`src/rtl/ip_uart_rx_inst.sv`:
```
// ip_uart_rx_inst: 8N1 UART receiver with a receive FIFO, read by the cZ80 through a DATA and a STAT port.
// Bus outputs stay at zero unless this block is addressed, so they can be OR-combined with other devices.
module ip_uart_rx_inst #(
    parameter int unsigned clk_freq        = 37125000,
    parameter int unsigned uart_freq       = 115200,
    parameter logic [7:0]  io_base         = 8'h10,
    parameter int unsigned fifo_depth_bits = 4
) (
    input  logic       clk,
    input  logic       reset_n,
    input  logic [7:0] bus_address,
    input  logic       bus_ioreq,
    input  logic       bus_write,
    input  logic       bus_valid,
    output logic       bus_ready,
    input  logic [7:0] bus_wdata,
    output logic [7:0] bus_rdata,
    output logic       bus_rdata_en,
    input  logic       uart_rx
);
    localparam int unsigned   DIV       = clk_freq / uart_freq;
    localparam int unsigned   HALF      = DIV / 2;
    localparam int unsigned   CW        = $clog2(DIV);
    localparam int unsigned   PW        = fifo_depth_bits;
    localparam logic [CW-1:0] CNT_BIT   = CW'(DIV - 1);
    localparam logic [CW-1:0] CNT_HALF  = CW'(HALF - 1);
    localparam logic [PW:0]   CNT_FULL  = {1'b1, {PW{1'b0}}};
    localparam logic [7:0]    DATA_ADDR = io_base;
    localparam logic [7:0]    STAT_ADDR = io_base + 8'd1;

    typedef enum logic [2:0] {
        ST_IDLE,
        ST_START,
        ST_DATA,
        ST_STOP,
        ST_BRK
    } rx_state_t;

    rx_state_t     state, state_nx;
    logic [CW-1:0] cnt, cnt_nx;
    logic [2:0]    bit_idx, bit_idx_nx;
    logic [7:0]    shreg, shreg_nx;
    logic          rx_meta, rxs;
    logic          rx_push, rx_ferr;

    logic [7:0]    mem [0:(1 << PW) - 1];
    logic [PW-1:0] rd_ptr, wr_ptr;
    logic [PW:0]   count;
    logic          full, not_empty, do_push, do_pop;
    logic          overrun, frame_err;

    logic          hit, rd_data, rd_stat, wr_stat, flush, clr_err;
    logic [7:0]    rdata_q;
    logic          rdata_en_q;
    logic          unused_wdata;

    assign unused_wdata = ^bus_wdata[7:2];

    always_ff @(posedge clk or negedge reset_n) begin
        if (!reset_n) begin
            rx_meta <= 1'b1;
            rxs     <= 1'b1;
        end else begin
            rx_meta <= uart_rx;
            rxs     <= rx_meta;
        end
    end

    always_ff @(posedge clk or negedge reset_n) begin
        if (!reset_n) begin
            state   <= ST_IDLE;
            cnt     <= '0;
            bit_idx <= '0;
            shreg   <= '0;
        end else begin
            state   <= state_nx;
            cnt     <= cnt_nx;
            bit_idx <= bit_idx_nx;
            shreg   <= shreg_nx;
        end
    end

    // Start bit is re-checked at half a bit so every later sample lands mid-bit.
    always_comb begin
        state_nx   = state;
        cnt_nx     = cnt + CW'(1);
        bit_idx_nx = bit_idx;
        shreg_nx   = shreg;
        rx_push    = 1'b0;
        rx_ferr    = 1'b0;
        case (state)
            ST_IDLE: begin
                cnt_nx = '0;
                if (!rxs) state_nx = ST_START;
            end
            ST_START: begin
                if (cnt == CNT_HALF) begin
                    cnt_nx = '0;
                    if (!rxs) begin
                        state_nx   = ST_DATA;
                        bit_idx_nx = '0;
                    end else begin
                        state_nx = ST_IDLE;
                    end
                end
            end
            ST_DATA: begin
                if (cnt == CNT_BIT) begin
                    cnt_nx            = '0;
                    shreg_nx[bit_idx] = rxs;
                    if (bit_idx == 3'd7) state_nx = ST_STOP;
                    else bit_idx_nx = bit_idx + 3'd1;
                end
            end
            ST_STOP: begin
                if (cnt == CNT_BIT) begin
                    cnt_nx = '0;
                    if (rxs) begin
                        rx_push  = 1'b1;
                        state_nx = ST_IDLE;
                    end else begin
                        rx_ferr  = 1'b1;
                        state_nx = ST_BRK;
                    end
                end
            end
            ST_BRK: begin
                cnt_nx = '0;
                if (rxs) state_nx = ST_IDLE;
            end
            default: begin
                cnt_nx   = '0;
                state_nx = ST_IDLE;
            end
        endcase
    end

    assign hit       = bus_valid & bus_ioreq & ((bus_address == DATA_ADDR) | (bus_address == STAT_ADDR));
    assign bus_ready = hit;
    assign rd_data   = hit & !bus_write & (bus_address == DATA_ADDR);
    assign rd_stat   = hit & !bus_write & (bus_address == STAT_ADDR);
    assign wr_stat   = hit & bus_write & (bus_address == STAT_ADDR);
    assign clr_err   = wr_stat & bus_wdata[0];
    assign flush     = wr_stat & bus_wdata[1];

    assign full      = (count == CNT_FULL);
    assign not_empty = (count != '0);
    assign do_pop    = rd_data & not_empty;
    // A full FIFO still accepts a byte when a pop frees the head slot in the same cycle.
    assign do_push   = rx_push & (!full | do_pop);

    always_ff @(posedge clk) begin
        if (do_push) mem[wr_ptr] <= shreg;
    end

    always_ff @(posedge clk or negedge reset_n) begin
        if (!reset_n) begin
            rd_ptr <= '0;
            wr_ptr <= '0;
            count  <= '0;
        end else if (flush) begin
            rd_ptr <= '0;
            wr_ptr <= '0;
            count  <= '0;
        end else begin
            if (do_push) wr_ptr <= wr_ptr + PW'(1);
            if (do_pop) rd_ptr <= rd_ptr + PW'(1);
            case ({do_push, do_pop})
                2'b10:   count <= count + (PW+1)'(1);
                2'b01:   count <= count - (PW+1)'(1);
                default: count <= count;
            endcase
        end
    end

    // Error flags are sticky; a new event in the same cycle as a clear keeps the flag set.
    always_ff @(posedge clk or negedge reset_n) begin
        if (!reset_n) begin
            overrun   <= 1'b0;
            frame_err <= 1'b0;
        end else begin
            if (rx_push & !do_push) overrun <= 1'b1;
            else if (clr_err) overrun <= 1'b0;
            if (rx_ferr) frame_err <= 1'b1;
            else if (clr_err) frame_err <= 1'b0;
        end
    end

    always_ff @(posedge clk or negedge reset_n) begin
        if (!reset_n) begin
            rdata_q    <= 8'h00;
            rdata_en_q <= 1'b0;
        end else begin
            rdata_en_q <= rd_data | rd_stat;
            if (rd_data) rdata_q <= not_empty ? mem[rd_ptr] : 8'h00;
            else if (rd_stat) rdata_q <= {4'b0000, overrun, frame_err, full, not_empty};
            else rdata_q <= 8'h00;
        end
    end

    assign bus_rdata    = rdata_q;
    assign bus_rdata_en = rdata_en_q;

endmodule

```
`config.mk`:
```
export PLATFORM = sky130hd
export DESIGN_NAME = ip_uart_rx_inst
export DESIGN_NICKNAME = d
export VERILOG_FILES = /design/src/rtl/ip_uart_rx_inst.sv
export SDC_FILE = /design/constraint.sdc
export NUM_CORES = 1
export LEC_CHECK = 0
export ABC_AREA = 1
export BUFFER_PORTS_ARGS = -buffer_cell sky130_fd_sc_hd__buf_2
export CAP_MARGIN = 30
export CORE_AREA = 2 2 123 149
export CTS_CLUSTER_DIAMETER = 80
export DETAILED_ROUTE_END_ITERATION = 6
export DIE_AREA = 0 0 125 151
export GPL_ROUTABILITY_DRIVEN = 0
export GPL_TIMING_DRIVEN = 0
export PLACE_DENSITY_LB_ADDON = 0.12
export SLEW_MARGIN = 20
export SYNTH_ARGS = -nofsm -noshare
export SYNTH_HDL_FRONTEND = slang
export SYNTH_SLANG_ARGS = --single-unit
```
`constraint.sdc`:
```
create_clock -name clk -period 2.8 [get_ports clk]
set_clock_uncertainty 0.15 [all_clocks]
set_input_delay 0.7 -clock clk [delete_from_list [all_inputs] [get_ports clk]]
set_output_delay 0.7 -clock clk [all_outputs]
set_load 0.02 [all_outputs]
```
=== Word level (Yosys, flattened, before mapping) ===
Memory sizes are Yosys's and may differ from the RTL's.
Index checks and enable logic that the tools add are counted.

* Output and inout port bits: 10
* Input bits: 22
* Bits in registers: 49
* RAM bits: 128
* Memories kept: 1
* Word-level logic and storage cells: 113

{| class="wikitable"
|+ Memory list
! memory !! depth !! bits a word !! read ports !! clocked after Yosys merged registers in !! wr ports !! line !! text
|-
| mem || 16 || 8 || 1 || 0 || 1 || 46 || <nowiki>logic [7:0] mem [0:(1 << PW) - 1];</nowiki>
|}

* Add/subtract/negate cells: 6
* Eq/ne operators: 20
* Reductions and logical operators: 16
* Mux-type cells: 40
* Bitwise logic cells: 15
* $lt $le $gt $ge: 2

{| class="wikitable"
|+ Operator list
! cell !! count
|-
| $mux W3 || 11
|-
| $mux W4 || 5
|-
| $mux W9 || 2
|-
| $pmux W9 S2 || 1
|-
| $eq A8 B5 Y1 const B || 2
|-
| $mux W8 || 2
|-
| $ne A2 B2 Y1 const B || 8
|-
| $pmux W3 S5 || 1
|-
| $and A1 B1 Y1 || 12
|-
| $mux W1 || 12
|-
| $pmux W5 S2 || 1
|-
| $reduce_bool A2 Y1 || 5
|-
| $add A9 B1 Y9 const B || 1
|-
| $eq A9 B8 Y1 const B || 1
|-
| $eq A9 B9 Y1 const B || 1
|-
| $add A4 B1 Y4 const B || 2
|-
| $bwmux W8 || 1
|-
| $eq A3 B2 Y1 const B || 2
|-
| $eq A3 B3 Y1 const B || 2
|-
| $pmux W3 S2 || 1
|-
| $reduce_and A6 Y1 || 1
|-
| $add A5 B1 Y5 const B || 1
|-
| $eq A5 B5 Y1 const B || 1
|-
| $mux W5 || 1
|-
| other kinds (18) || 22
|}

=== Depth between registers and ports, before layout ===
* Word-level depth: 11
* Gate-level depth with buffers: 21
* Gate-level depth less buffers: 20

=== Least setup slack after synthesis ===
Ideal clock, no wire load.

* Kind: input to register
* Start point: input port bus_address[3]
* End point: register count[4]
* Library setup time: 0.117 ns
* Path buffers: 1
* Cell stages on the path: 18
* Arrival time: 2.537 ns
* Data required time: 2.533 ns
* Slack: -0.005 ns
* Cells stage by stage: nor2_1 > nand2_1 > nor2_2 > nand4_2 > nor2_2 > buf_4 > nand2_1 > fa_1 > o21ai_0 > nand2_1 > nand2_1 > nand2_1 > nand2_1 > inv_1 > nand2_1 > nand2_1 > nand3_1 > nand2_1

* Cells in the longest elaborated chain, start to end: 11
* Elaborated cells on any way between the ends: 17
* Those cells by class: eq/ne: 4; mux: 2; bitwise: 10; reduce/logical: 1

{| class="wikitable"
|+ Ends and longest elaborated chain
! what !! line !! text
|-
| start, declared || 11 || <nowiki>input logic [7:0] bus_address,</nowiki>
|-
| $eq A8 B5 Y1, on equally long branches || 138, 140, 142 ||
|-
| $or A1 B1 Y1 || 138 || <nowiki>assign hit = bus_valid & bus_ioreq & ((bus_address == DATA_ADDR) | (bus_address == STAT_ADDR));</nowiki>
|-
| $and A1 B1 Y1 || 138 ||
|-
| $and A1 B1 Y1 (2 in series) || 140 || <nowiki>assign rd_data = hit & !bus_write & (bus_address == DATA_ADDR);</nowiki>
|-
| $and A1 B1 Y1 || 148 || <nowiki>assign do_pop = rd_data & not_empty;</nowiki>
|-
| $or A1 B1 Y1 || 150 || <nowiki>assign do_push = rx_push & (!full | do_pop);</nowiki>
|-
| $and A1 B1 Y1 || 150 ||
|-
| $eq A2 B1 Y1 / $eq A2 B2 Y1 (equally long branches) || 168 || <nowiki>case ({do_push, do_pop})</nowiki>
|-
| $pmux W5 S2 || 168 ||
|-
| $mux W5 || 161 || <nowiki>end else if (flush) begin</nowiki>
|-
| end signal, assigned || 169 || <nowiki>2'b10: count <= count + (PW+1)'(1);</nowiki>
|-
| end signal, assigned || 170 || <nowiki>2'b01: count <= count - (PW+1)'(1);</nowiki>
|-
| end signal, assigned || 171 || <nowiki>default: count <= count;</nowiki>
|-
| end, declared || 48 || <nowiki>logic [PW:0] count;</nowiki>
|}

Parallel ways exist; a longest one is shown, timed or not.
A chain may end at the register's enable or synchronous reset.

=== Worst setup path in the final report ===
Same ends and word-level chain as after synthesis.

==> results.sh <==
export IMPL_critPathKind="in2reg"
export IMPL_final_cell_mix="129 x nor2_1, 128 x edfxtp_1, 94 x o21ai_0"
export IMPL_nNetsFinal=783
export IMPL_power_switching_mw=1.12
export IMPL_worstSetupStartpointType="input port"
export IMPL_dp_hpwl_um=13100
export IMPL_relSlewSlack_pct=47.2
export IMPL_p_per_area_nw_per_um2=587
export IMPL_via_count=5232
export IMPL_drtIter0Drc=378
export IMPL_antenna_found_initial=0
export IMPL_cts_tree="built"
export IMPL_grt_usage_pct=20.5
export IMPL_outcome="completed"
export IMPL_clock_path_buffers=2
export IMPL_yosysTopAreaCell="edfxtp_1"
export IMPL_fillers=1584
export IMPL_syn_inst=702
export IMPL_yosysTopAreaCellShare_pct=50.1
export IMPL_portBuffers=25
export IMPL_regArea_um2=5070
export IMPL_cts_setup_buffers=0
export IMPL_hold_violations=0
export IMPL_layout_commonest_cell="nor2_1"
export IMPL_die_y_um=151
export IMPL_post_route_util_pct=49.9
export IMPL_die_area_um2=18900
export IMPL_grt_max_degree=30
export IMPL_vias_per_cell=5.34
export IMPL_async_reset_ff_share_pct=27.7
export IMPL_rsz0062_at_grt="true"
export IMPL_synth_seq_cells=177
export IMPL_yosys_top_cells_area="edfxtp_1 50%, dfrtp_1 15%, nor2_1 7.0%"
export IMPL_overflow=0
export IMPL_synth_nets=738
export IMPL_syn_area_per_cell_um2=10.9
export IMPL_ant_nets=0
export IMPL_num_rows=53
export IMPL_numCtsBuffers=17
export IMPL_setup_tns_ns=0
export IMPL_leakagePower_nw=3.58
export IMPL_power_frac_seq_pct=55.0
export IMPL_clk_pin_slew_ns=0.06
export IMPL_wl_per_cell_um=19.0
export IMPL_slew_violations=0
export IMPL_critPathCaptureType="flop"
export IMPL_ios=32
export IMPL_grt_pass1_wl_um=28700
export IMPL_max_freq_mhz=364
export IMPL_internal_power_mw=3.96
export IMPL_cp_data_arrival_time_ns=2.91
export IMPL_worst_pin_slew_ns=0.792
export IMPL_htreeDepth=4
export IMPL_synth_seq_area_share_pct=66.1
export IMPL_synth_edff_count=128
export IMPL_core_area_um2=17400
export IMPL_cts_sinks=177
export IMPL_clock_power_share_pct=41.7
export IMPL_swShare_pct=22.0
export IMPL_wirelength_um=18600
export IMPL_yosys_warnings=0
export IMPL_whs_ns=0.0783
export IMPL_antennaDiodeCount=0
export IMPL_clk_insertion_delay_late_ns=0.43
export IMPL_clock_root_buffer="clkbuf_16"
export IMPL_synth_cell_types=41
export IMPL_first_pass_iters=5
export IMPL_setup_viol=0
export IMPL_worst_path_max_fanout=10
export IMPL_fin_crit_sh_pct=98.1
export IMPL_multiInputGateArea_um2=2350
export IMPL_drt_drc_violations_left=0
export IMPL_period_needed_ns=2.75
export IMPL_area_growth_pct=13.0
export IMPL_netlist_area_um2=7670
export IMPL_comb_power_share_pct=3.3
export IMPL_die_x_um=125
export IMPL_drive_gt1_share_pct=13.4
export IMPL_total_power_mw=5.08
export IMPL_synthFlopType="edfxtp_1"
export IMPL_cts_hold_buf=0
export IMPL_start_util_pct=44.1
export IMPL_first_global_vias=5220
export IMPL_cp_required_ns=2.97
export IMPL_peakVddDrop_mv=0.361
export IMPL_hp_class="in2async"
export IMPL_cap_violations=0
## logic make-up after synthesis
kind of cell             synth area share [%]
AND/OR/NAND/NOR                          15.6
AO/OA/AOI/OAI                            10.3
adder cells (fa/ha/maj)                  2.38
buffers and inverters                    3.85
XOR/XNOR                                0.799
flip-flops                               66.1
multiplexers                            0.962
## sequential cells by signal (all words and copies together) (netlist names)
| register | count |
|---|---|
| rd_ptr | 4 |
| bit_idx | 3 |
| bus_rdata_en | 1 |
| shreg | 8 |
| rx_meta | 1 |
| wr_ptr | 4 |
| rxs | 1 |
| mem | 128 |
| cnt | 9 |
| overrun | 1 |
| frame_err | 1 |
| count | 5 |
| state | 3 |
| bus_rdata | 8 |
## power groups by stage
stage          Clock [mW]  Combinational [mW]  Sequential [mW]
3_5_place_dp            0               0.170             2.85
4_1_cts              2.15               0.171             2.79
6_report             2.12               0.169             2.79
5_1_grt              2.25               0.189             2.79
3_3_place_gp            0               0.164             2.85
2_1_floorplan           0              0.0928             2.85
## stage by stage
step | area, µm² | std cells | setup WS, ns
2_1_floorplan | 7680 | 702 | 0.0122
3_3_place_gp | 8080 | 947 | -0.309
3_5_place_dp | 8100 | 948 | -0.367
4_1_cts | 8630 | 980 | -0.00401
5_1_grt | 8660 | 980 | -0.153
6_report | 8660 | 980 | 0.0532
## synth_stat cells (3+ instances only)
library cell  count
xor2_1            5
mux2_2            3
nor2_1          143
nand4_1           6
nor2_2            5
a21oi_1           9
o21ai_0          94
o21ai_1           3
o211ai_1         16
nand2_1          81
buf_2             8
mux2i_1           4
edfxtp_1        128
nor3_1            6
inv_2             4
clkbuf_1         16
o32ai_1           4
nand3_1          36
inv_1            40
dfrtp_1          47
ha_1             13
o22ai_1           4
## routing by layer
layer  track usage [%]  vias to the layer above  share of wire, %  wire length (µm)
met1              24.0                     2485                41              7580
met4              10.4                        0               3.4               638
met5                 0                        -                 0                 0
li1                  -                     2521                 -                 -
met2              35.3                      186                50              9340
met3              5.12                       40               5.8              1090
## critical path: stages
cell and delay (ns):
buf_2 0.09, nor2_1 0.12, nand2_1 0.08, nor2_2 0.16
nand4_2 0.21, nor2_2 0.19, buf_6 0.16, nand2_1 0.11
fa_2 0.37, o21ai_0 0.16, nand2_1 0.08, nand2_1 0.07
nand2_1 0.06, nand2_1 0.08, inv_1 0.04, nand2_1 0.05
nand2_1 0.05, nand3_1 0.07, nand2_1 0.05
## area by class of cell
| type | count | share of cell area, % |
|---|---|---|
| buffer | 27 | 1.46 |
| clock buffer | 18 | 4.95 |
| clock inverter | 14 | 1.07 |
| inverter | 46 | 1.99 |
| multi-input combinational | 452 | 27.1 |
| sequential | 177 | 58.5 |
| tap | 220 | 3.18 |
| timing repair buffer | 26 | 1.68 |
## final timing paths
kind | depth (start not counted) | startpoint | slack [ns] | end
min in group clk | 0 | rx_meta | 0.21 | rxs
worst min-delay path | 1 | reset_n | 0.08 | bus_rdata[3]
worst max register to register | 19 | cnt[1] | 0.07 | count[4]
worst max-delay path | 19 | bus_address[3] | 0.05 | count[4]
max in group asynchronous | 2 | reset_n | 1.82 | rxs
worst min register to register | 0 | rx_meta | 0.21 | rxs
## what timing repair did
action	CTS	global route
resized for setup	3	13
endpoints found under the setup margin	24	89
pin swaps	0	0
(Power assumes the default switching activity.)
